`config.mk`:
```
export PLATFORM = sky130hd
export DESIGN_NAME = stream_xbar_datapath
export DESIGN_NICKNAME = d
export VERILOG_FILES = /design/src/rtl/xbar_pkg.sv /design/src/rtl/xbar_skid_buffer.sv /design/src/rtl/stream_xbar_datapath.sv
export SDC_FILE = /design/constraint.sdc
export NUM_CORES = 1
export LEC_CHECK = 0
export ABC_AREA = 0
export BUFFER_PORTS_ARGS = -buffer_cell sky130_fd_sc_hd__buf_2
export CAP_MARGIN = 25
export CORE_AREA = 10 10 95 114
export CTS_CLUSTER_DIAMETER = 40
export DETAILED_ROUTE_END_ITERATION = 8
export DIE_AREA = 0 0 105 124
export PLACE_DENSITY = 0.67
export REMOVE_ABC_BUFFERS = 1
export SKIP_LAST_GASP = 1
export SLEW_MARGIN = 20
export SYNTH_ARGS = -nofsm -noshare
export SYNTH_HDL_FRONTEND = slang
export SYNTH_SLANG_ARGS = --single-unit
```
`constraint.sdc`:
```
create_clock -name clk_i -period 1.9 [get_ports clk_i]
set_input_delay 0.095 -clock clk_i [delete_from_list [all_inputs] [get_ports clk_i]]
set_output_delay 0.095 -clock clk_i [all_outputs]
set_load 0.02 [all_outputs]
```
`src/rtl/xbar_pkg.sv`:
```
// Shared types and helpers for the stream crossbar data path.
//   xbar_lock_e : per-output lock state
//   id_width()  : bits needed to index the source streams
//   dest_width(): bits needed to index the destination streams
package xbar_pkg;

  typedef enum logic {
    IDLE   = 1'b0,
    LOCKED = 1'b1
  } xbar_lock_e;

  // A single stream still needs a 1-bit index field.
  function automatic int id_width(input int n_src);
    return (n_src > 1) ? $clog2(n_src) : 1;
  endfunction

  function automatic int dest_width(input int n_dst);
    return (n_dst > 1) ? $clog2(n_dst) : 1;
  endfunction

endpackage

```
`src/rtl/xbar_skid_buffer.sv`:
```
// Two-entry skid buffer with registered outputs.
// The head entry drives the output directly; the tail entry absorbs the beat
// that arrives while the head is stalled, so input ready depends on registers only.
// Ports:
//   clk_i, rst_in            clock, async active-low reset
//   in_data_i/in_valid_i     upstream beat
//   in_ready_o               upstream ready (= tail slot free)
//   out_data_o/out_valid_o   downstream beat (registered)
//   out_ready_i              downstream ready
module xbar_skid_buffer #(
  parameter int W = 8
) (
  input  logic         clk_i,
  input  logic         rst_in,
  input  logic [W-1:0] in_data_i,
  input  logic         in_valid_i,
  output logic         in_ready_o,
  output logic [W-1:0] out_data_o,
  output logic         out_valid_o,
  input  logic         out_ready_i
);

  logic [W-1:0] head_q, head_d, tail_q, tail_d;
  logic         head_vld_q, head_vld_d, tail_vld_q, tail_vld_d;
  logic         push, pop;

  // The tail is only ever occupied while the head is, so tail_vld_q means full.
  assign in_ready_o  = !tail_vld_q;
  assign out_data_o  = head_q;
  assign out_valid_o = head_vld_q;

  assign push = in_valid_i & in_ready_o;
  assign pop  = head_vld_q & out_ready_i;

  always_comb begin
    head_d     = head_q;
    tail_d     = tail_q;
    head_vld_d = head_vld_q;
    tail_vld_d = tail_vld_q;
    if (pop) begin
      if (tail_vld_q) begin
        head_d     = tail_q;
        tail_vld_d = push;
        if (push) tail_d = in_data_i;
      end else begin
        head_vld_d = push;
        if (push) head_d = in_data_i;
      end
    end else if (push) begin
      if (!head_vld_q) begin
        head_d     = in_data_i;
        head_vld_d = 1'b1;
      end else begin
        tail_d     = in_data_i;
        tail_vld_d = 1'b1;
      end
    end
  end

  always_ff @(posedge clk_i or negedge rst_in) begin
    if (!rst_in) begin
      head_q     <= '0;
      tail_q     <= '0;
      head_vld_q <= 1'b0;
      tail_vld_q <= 1'b0;
    end else begin
      head_q     <= head_d;
      tail_q     <= tail_d;
      head_vld_q <= head_vld_d;
      tail_vld_q <= tail_vld_d;
    end
  end

endmodule

```
`src/rtl/stream_xbar_datapath.sv`:
```
// Packet-locked data path of the stream crossbar. Each output locks onto the
// source its arbiter grants and stays locked until that source's tlast beat
// is accepted; a skid buffer per output gives full-throughput handshaking.
//
// Lock FSM (one per output):
//   state  | meaning
//   IDLE   | no source attached; a valid grant is acked and latched
//   LOCKED | sel_q routes one source; leaves on accepted tlast beat
//
// Ports:
//   clk_i, rst_in                 clock, async active-low reset
//   s_data/dest/last/valid_i      input streams, s_ready_o back to sources
//   m_data/id/last/valid_o        output streams (registered), m_ready_i
//   grant_i, grant_valid_i        arbiter choice per output
//   grant_ack_o                   grant taken this cycle
//   release_o                     one-cycle pulse when a lock drops
module stream_xbar_datapath
  import xbar_pkg::*;
#(
  parameter  int T_DATA_WIDTH = 8,
  parameter  int S_DATA_COUNT = 2,
  parameter  int M_DATA_COUNT = 3,
  localparam int T_ID___WIDTH = id_width(S_DATA_COUNT),
  localparam int T_DEST_WIDTH = dest_width(M_DATA_COUNT)
) (
  input  logic                                       clk_i,
  input  logic                                       rst_in,
  input  logic [S_DATA_COUNT-1:0][T_DATA_WIDTH-1:0]  s_data_i,
  input  logic [S_DATA_COUNT-1:0][T_DEST_WIDTH-1:0]  s_dest_i,
  input  logic [S_DATA_COUNT-1:0]                    s_last_i,
  input  logic [S_DATA_COUNT-1:0]                    s_valid_i,
  output logic [S_DATA_COUNT-1:0]                    s_ready_o,
  output logic [M_DATA_COUNT-1:0][T_DATA_WIDTH-1:0]  m_data_o,
  output logic [M_DATA_COUNT-1:0][T_ID___WIDTH-1:0]  m_id_o,
  output logic [M_DATA_COUNT-1:0]                    m_last_o,
  output logic [M_DATA_COUNT-1:0]                    m_valid_o,
  input  logic [M_DATA_COUNT-1:0]                    m_ready_i,
  input  logic [M_DATA_COUNT-1:0][T_ID___WIDTH-1:0]  grant_i,
  input  logic [M_DATA_COUNT-1:0]                    grant_valid_i,
  output logic [M_DATA_COUNT-1:0]                    grant_ack_o,
  output logic [M_DATA_COUNT-1:0]                    release_o
);

  typedef struct packed {
    logic [T_DATA_WIDTH-1:0] data;
    logic [T_ID___WIDTH-1:0] id;
    logic                    last;
  } skid_entry_t;

  localparam int ENTRY_W = $bits(skid_entry_t);

  xbar_lock_e              lock_q [M_DATA_COUNT];
  logic [T_ID___WIDTH-1:0] sel_q  [M_DATA_COUNT];
  logic [M_DATA_COUNT-1:0] release_q;

  logic [M_DATA_COUNT-1:0] conn, skid_in_valid, skid_in_ready, accept;
  skid_entry_t             skid_in  [M_DATA_COUNT];
  skid_entry_t             skid_out [M_DATA_COUNT];

  assign release_o = release_q;

  // A locked source only connects while its current beat targets this output,
  // so at most one output can claim a given source's ready in any cycle.
  always_comb begin
    s_ready_o     = '0;
    conn          = '0;
    skid_in_valid = '0;
    accept        = '0;
    grant_ack_o   = '0;
    for (int j = 0; j < M_DATA_COUNT; j++) begin
      skid_in[j].data  = s_data_i[sel_q[j]];
      skid_in[j].id    = sel_q[j];
      skid_in[j].last  = s_last_i[sel_q[j]];
      conn[j]          = (lock_q[j] == LOCKED) &&
                         (s_dest_i[sel_q[j]] == T_DEST_WIDTH'(j));
      skid_in_valid[j] = conn[j] & s_valid_i[sel_q[j]];
      accept[j]        = skid_in_valid[j] & skid_in_ready[j];
      // Gated by rst_in so the ack reads 0 while reset is held.
      grant_ack_o[j]   = rst_in & (lock_q[j] == IDLE) & grant_valid_i[j];
      for (int i = 0; i < S_DATA_COUNT; i++) begin
        if (conn[j] && (sel_q[j] == T_ID___WIDTH'(i))) s_ready_o[i] = skid_in_ready[j];
      end
    end
  end

  always_ff @(posedge clk_i or negedge rst_in) begin
    if (!rst_in) begin
      release_q <= '0;
      for (int j = 0; j < M_DATA_COUNT; j++) begin
        lock_q[j] <= IDLE;
        sel_q[j]  <= '0;
      end
    end else begin
      for (int j = 0; j < M_DATA_COUNT; j++) begin
        release_q[j] <= 1'b0;
        case (lock_q[j])
          IDLE: begin
            if (grant_valid_i[j]) begin
              sel_q[j]  <= grant_i[j];
              lock_q[j] <= LOCKED;
            end
          end
          LOCKED: begin
            if (accept[j] && s_last_i[sel_q[j]]) begin
              lock_q[j]    <= IDLE;
              release_q[j] <= 1'b1;
            end
          end
          default: lock_q[j] <= IDLE;
        endcase
      end
    end
  end

  for (genvar j = 0; j < M_DATA_COUNT; j++) begin : g_out
    xbar_skid_buffer #(
      .W (ENTRY_W)
    ) u_skid (
      .clk_i       (clk_i),
      .rst_in      (rst_in),
      .in_data_i   (skid_in[j]),
      .in_valid_i  (skid_in_valid[j]),
      .in_ready_o  (skid_in_ready[j]),
      .out_data_o  (skid_out[j]),
      .out_valid_o (m_valid_o[j]),
      .out_ready_i (m_ready_i[j])
    );
    assign m_data_o[j] = skid_out[j].data;
    assign m_id_o[j]   = skid_out[j].id;
    assign m_last_o[j] = skid_out[j].last;
  end

endmodule

```
==> reports/results.ini, run 1 <==
[run_status]
status=complete, but fails checks
violations=negative setup slack

[critical_path]
worst-endpoint-required_ns=2.13
cpPeakStageDelay_ns=0.57
path_buf_inv=1
worstPathMaxFanout=11
slowest_stage=or4bb_4
endpoint_kind=flip-flop
crit_arrival_ns=2.19
rr_startpoint=lock_q[2]
cp_top_family=simple AND/OR/NAND/NOR gates
path_cells=or4bb_4 -> a211oi_4 -> nand3_2 -> buf_12 -> mux2_4
cp-startpoint=lock_q[2]
crit_type=reg2reg
start_kind=flip-flop

[timing]
relSlewSlack_pct=68.6
hold_viol=0
tightest_slew_ns=0.469
setup_viol=10
drv_slew=0
setup_ws_ns=-0.0645
finClkSkew_ns=0.0121
fmaxAchievable_mhz=509
finalCriticalPeriod_ns=1.96
finalCritPeriodShare_pct=103
rsz0062_at_grt=true

[clock_tree]
insertion_delay_ns=0.35
cts_buffers=9
htreeDepth=3
cts.sinks=75
cts_tree=built
cts_max_path_buffers=2
root_buffer=clkbuf_8
clk_pin_slew_worst_paths_ns=0.09

[die]
die_h_um=124
start_util_pct=44.4
rows=37
die_area_um2=13000
pin_count=76
die_w_um=105
core_um2=8520

[cells_and_area]
finalInstanceArea_um2=4700
syn2layout_area_growth_pct=24.3
diodes=0
fillers=754
seqCellArea_um2=1880
multi_input_area_um2=1820
drive_above_1_share_pct=58.4
nNetsFinal=419

[routing]
ant_nets=0
wl_um=8550
wire_per_inst_um=16.9
vias=2549
drt_pass1_iterations=4
drt_iter0_drc=79
drc_errors=0
via_per_inst=5.04

[global_routing]
antenna_found_initial=0
grt_pass1_wl_um=14100
gr-usage-met1_pct=17.3
globalRouteMet2Util_pct=21.8
grt_pass1_vias=2836
grt_max_degree=44
track_usage_pct=13.6
grt_overflow=0
grt.busiest_layer=met2
grtUsageMet3_pct=4.50

[worst_hold_path]
hold_start=m_ready_i[1]
hold_path.class=in2reg

[power]
pwr-share-clk_pct=17.3
swShare_pct=36.4
finalPower_mw=7.10
p_sw_mw=2.59
combPwrFrac_pct=44.4
internal_power_mw=4.52
p_leak_nw=2.27
p_per_area_nw_per_um2=1510
ir_worst_vdd_mv=0.711
power_frac_seq_pct=38.3

[synthesis]
yosys_warnings=0
syn_area_per_cell_um2=13.1
synth-edff-count=0
synthFlopType=dfrtp_1
async_flop_share_pct=100
netlist.top_cell.by_area=dfrtp_1
synth_top_area_share_pct=49.6
synth.ff_latch_count=75
syn-cell-area_um2=3780
synthCells=289
synthTopCellsByArea=dfrtp_1, mux2_2, mux2i_1
yosysUniqueCellTypes=37
yosysSeqAreaShare_pct=49.6

[place]
placed_cell_area_um2=4370
portBuffers=75
place_congestion=0.822
hpwl_um=6450
post-place-ws_ns=-0.0800

[run]
drv_cap=0

==> cells in the mapped netlist (2+ instances only) <==
library cell  instances
a21boi_0              2
a21oi_1               6
and2_1                4
and3b_1               2
buf_1                 2
buf_4                 3
buf_6                 4
clkbuf_1              6
dfrtp_1              75
inv_1                 9
mux2_2               98
mux2_4                8
mux2i_1              12
nand2_1              14
nand3_1               6
nor2_1               11
nor2b_1               5
o21ai_0               3
==> metal layers <==
metal  vias up  wire [um]
met3         6        474
met1      1267       3900
met2        57       4090
met5         -          0
li1       1219          -
met4         0         74
==> power groups by stage <==
stage	clock network, mW	registers, mW	logic (mW)
2_1_floorplan	0	3.21	1.54
3_3_place_gp	0	2.70	3.07
3_5_place_dp	0	2.73	3.13
4_1_cts	1.28	2.71	3.16
5_1_grt	1.34	2.84	3.43
6_report	1.23	2.72	3.16
==> cells in the final DEF (no fill, tap or decap), types with 4 or more instances in the layout <==
master / netlist / layout
buf_2: 1 / 73
clkbuf_8: 0 / 9
inv_1: 9 / 9
mux2_4: 8 / 8
buf_4: 3 / 16
a21oi_1: 6 / 6
mux2i_1: 12 / 11
and2_1: 4 / 4
mux2_2: 98 / 98
dlygate4sd3_1: 0 / 7
dfrtp_1: 75 / 74
nor2_1: 11 / 11
nand2_1: 14 / 13
nor2b_1: 5 / 4
nand3_1: 6 / 6
==> final timing paths <==
path                                            endpoint  slack, ns  cells after the start
min in group asynchronous      g_out[2].u_skid.tail_q[8]       0.17                      2
max                            g_out[0].u_skid.tail_q[6]      -0.06                      5
min                           g_out[1].u_skid.tail_vld_q       0.05                      4
max in group asynchronous      g_out[2].u_skid.tail_q[2]       1.21                      3
min reg2reg                g_out[0].u_skid.out_data_o[2]       0.50                      1
max reg2reg                    g_out[0].u_skid.tail_q[6]      -0.06                      5
==> sequential cells by signal, summed over array words and instances, names as in the netlist <==
register and count:
g_out.u_skid.out_data_o 30, g_out.u_skid.tail_q 30, g_out.u_skid.out_valid_o 3, g_out.u_skid.tail_vld_q 3
lock_q 3, release_o 3, sel_q 3
==> per-stage QoR <==
stage | setup TNS (ns) | hold slack (ns) | std cells | utilization [%]
after CTS | -0.799 | 0.0272 | 505 | 54.5
final | -0.478 | 0.0504 | 506 | 55.2
after global routing | -1.63 | 0.0721 | 506 | 55.2
after detailed placement | -1.35 | 0.00436 | 482 | 51.3
after global placement | -0.424 | 0.00105 | 482 | 51.3
after floorplan | -7.82 | -0.201 | 273 | -
==> repair_timing <==
action | in CTS | in global routing
hold buffers | 7 | 0
pin swaps | 0 | 4
endpoints found under the setup margin | 35 | 49
resized for setup | 3 | 11
setup buffers | 0 | 1
hold endpoints to repair | 81 | 0
==> final cells by class <==
class | count | share of cell area [%]
Sequential cell | 75 | 40.0
Multi-Input combinational cell | 189 | 38.7
Timing Repair Buffer | 100 | 13.3
Tap cell | 117 | 3.11
Clock buffer | 11 | 2.79
Clock inverter | 5 | 1.36
Inverter | 9 | 0.719
==> cell families (layout without fill, tap and decap cells) <==
logic type | after synthesis | count (layout) | synth area share [%]
flip-flops | 75 | 75 | 49.6
AND/OR/NAND/NOR | 52 | 52 | 7.64
multiplexers | 118 | 118 | 35.5
buffers and inverters | 25 | 125 | 3.61
AO/OA/AOI/OAI | 19 | 19 | 3.61
==> worst reg2reg max path, delay by kind of cell, from the launching register on <==
family | cells | cell delay, ns
flip-flops | 1 | 0.39
AO/OA/AOI/OAI | 1 | 0.29
multiplexers | 1 | 0.30
AND/OR/NAND/NOR | 2 | 0.70
buffers and inverters | 1 | 0.17
Note: power is estimated with default switching activity, not from simulation.
==> inputs of run 2 (changes only) <==
Settings changed: CORE_AREA 10 10 95 114 to 4 4 89 108, DIE_AREA 0 0 105 124 to 0 0 93 112, PLACE_DENSITY 0.67 to 0.64.
Clock period 1.9 ns to 2.15 ns, I/O delays scaled along.
==> run 2 against run 1 <==
The flow now finishes without violations; global-route usage rose by 3.3 points; via count shrank 1.9%; hold slack got worse by 0.0012 ns; design area down 2.7%; non-clock buffer count fell by 4; combinational power is 16% lower; critical path depth stayed put; clock skew is 0.0057 ns lower; sequential share of layout area increased by 1.1 points; die area decreased by 20%; first-iteration DRC count rose by 14%.
==> reports/results.ini, run 2 (synthesis gave the netlist of run 1 again) <==
[run_status]
status=finished clean

[clock_tree]
root_buffer=clkbuf_8
cts_max_path_buffers=2
cts.sinks=75
post_cts_buffers=0
htreeDepth=3
cts_buffers=9
insertion_delay_ns=0.36
cts_tree=built
clk_pin_slew_worst_paths_ns=0.08

[timing]
finClkSkew_ns=0.00642
tightest_slew_ns=0.734
finalCriticalPeriod_ns=1.99
fmaxAchievable_mhz=502
setup_viol=0
drv_slew=0
holdWs_ns=0.0492
hold_viol=0
finalCritPeriodShare_pct=92.7
rsz0062_at_grt=false
fin_tns_setup_ns=0
relSlewSlack_pct=50.9

[routing]
drc_errors=0
via_per_inst=4.98
wl_um=8050
drt_iter0_drc=90
drt_pass1_iterations=4
ant_nets=0
wire_per_inst_um=16.0
vias=2500

[die]
start_util_pct=44.4
die_h_um=112
die_area_um2=10400
rows=37
pin_count=76
core_um2=8520
die_w_um=93

[run]
drv_cap=0

[place]
portBuffers=75
place_congestion=0.801
hpwl_um=6060

[critical_path]
worstPathMaxFanout=11
crit_type=reg2reg
crit_arrival_ns=2.23
worst-endpoint-required_ns=2.39
endpoint_kind=flip-flop
start_kind=flip-flop

[global_routing]
antenna_found_initial=0
grt_overflow=0
grt_pass1_wl_um=13600
grt_pass1_vias=2758
track_usage_pct=16.9
grt_max_degree=46

[cells_and_area]
diodes=0
nNetsFinal=415
layout_commonest_cell=mux2_2
drive_above_1_share_pct=56.4
most-common-layout-cells=mux2_2, dfrtp_1, buf_2
syn2layout_area_growth_pct=20.9

[power]
p_leak_nw=2.23
p_per_area_nw_per_um2=1340
ir_worst_vdd_mv=0.617

[worst_hold_path]
hold_path.class=in2reg

## run 2: critical path: stages, from the launching register on
cell      delay, ns
dfrtp_1        0.41
or4b_4         0.55
a211oi_2       0.30
nand3_2        0.10
buf_4          0.21
mux2_4         0.31
## run 2: repair_timing
action                                 in CTS  in global routing
endpoints found under the hold margin      36                  0
gates resized for setup                     0                  0
hold buffers                                7                  0
setup endpoints to repair                   0                  0
## run 2: path summary, 6_finish.rpt
check / startpoint / endpoint / depth (start not counted) / slack [ns]
worst max-delay path: sel_q[2] / g_out[0].u_skid.tail_q[6] / 5 / 0.16
worst min-delay path: m_ready_i[1] / g_out[1].u_skid.tail_vld_q / 4 / 0.05
worst max register to register: sel_q[2] / g_out[0].u_skid.tail_q[6] / 5 / 0.16
worst min register to register: g_out[1].u_skid.out_data_o[3] / g_out[1].u_skid.out_data_o[3] / 1 / 0.50
max in group asynchronous: rst_in / g_out[1].u_skid.tail_q[0] / 3 / 1.17
min in group asynchronous: rst_in / g_out[0].u_skid.out_data_o[8] / 2 / 0.14
## run 2: power breakdown
group	internal, mW	leakage [nW]	switching, mW
clock network	0.562	0.0991	0.514
registers	2.02	0.918	0.367
logic	1.35	1.22	1.31
total	3.93	2.23	2.19
## run 2: stage by stage
step           setup WS (ns)  total power, mW  std cells  area [um2]  utilization, %
3_3_place_gp           0.209             5.03        479        4310            50.6
3_5_place_dp           0.168             5.11        479        4310            50.6
4_1_cts                0.144             6.21        502        4570            53.7
6_report               0.156             6.13        502        4570            53.7
5_1_grt               0.0720             6.56        502        4570            53.7
2_1_floorplan         -0.171             4.19        273        3680               -
## run 2: cell type report
type	instances	area (um2)
multi-input combinational	189	1770
sequential	75	1880
inverter	9	33.8
clock buffer	11	141
clock inverter	5	52.6
tap	117	146
timing repair buffer	96	553
fill	779	3950
## run 2: layer usage
| layer | up-vias | share of wire (%) | global-route usage, % |
|---|---|---|---|
| met1 | 1224 | 44 | 20.6 |
| met4 | 0 | 1.9 | 7.04 |
| met5 | - | 0 | 0 |
| met2 | 53 | 50 | 28.3 |
| met3 | 12 | 4.3 | 4.39 |
| li1 | 1211 | - | - |
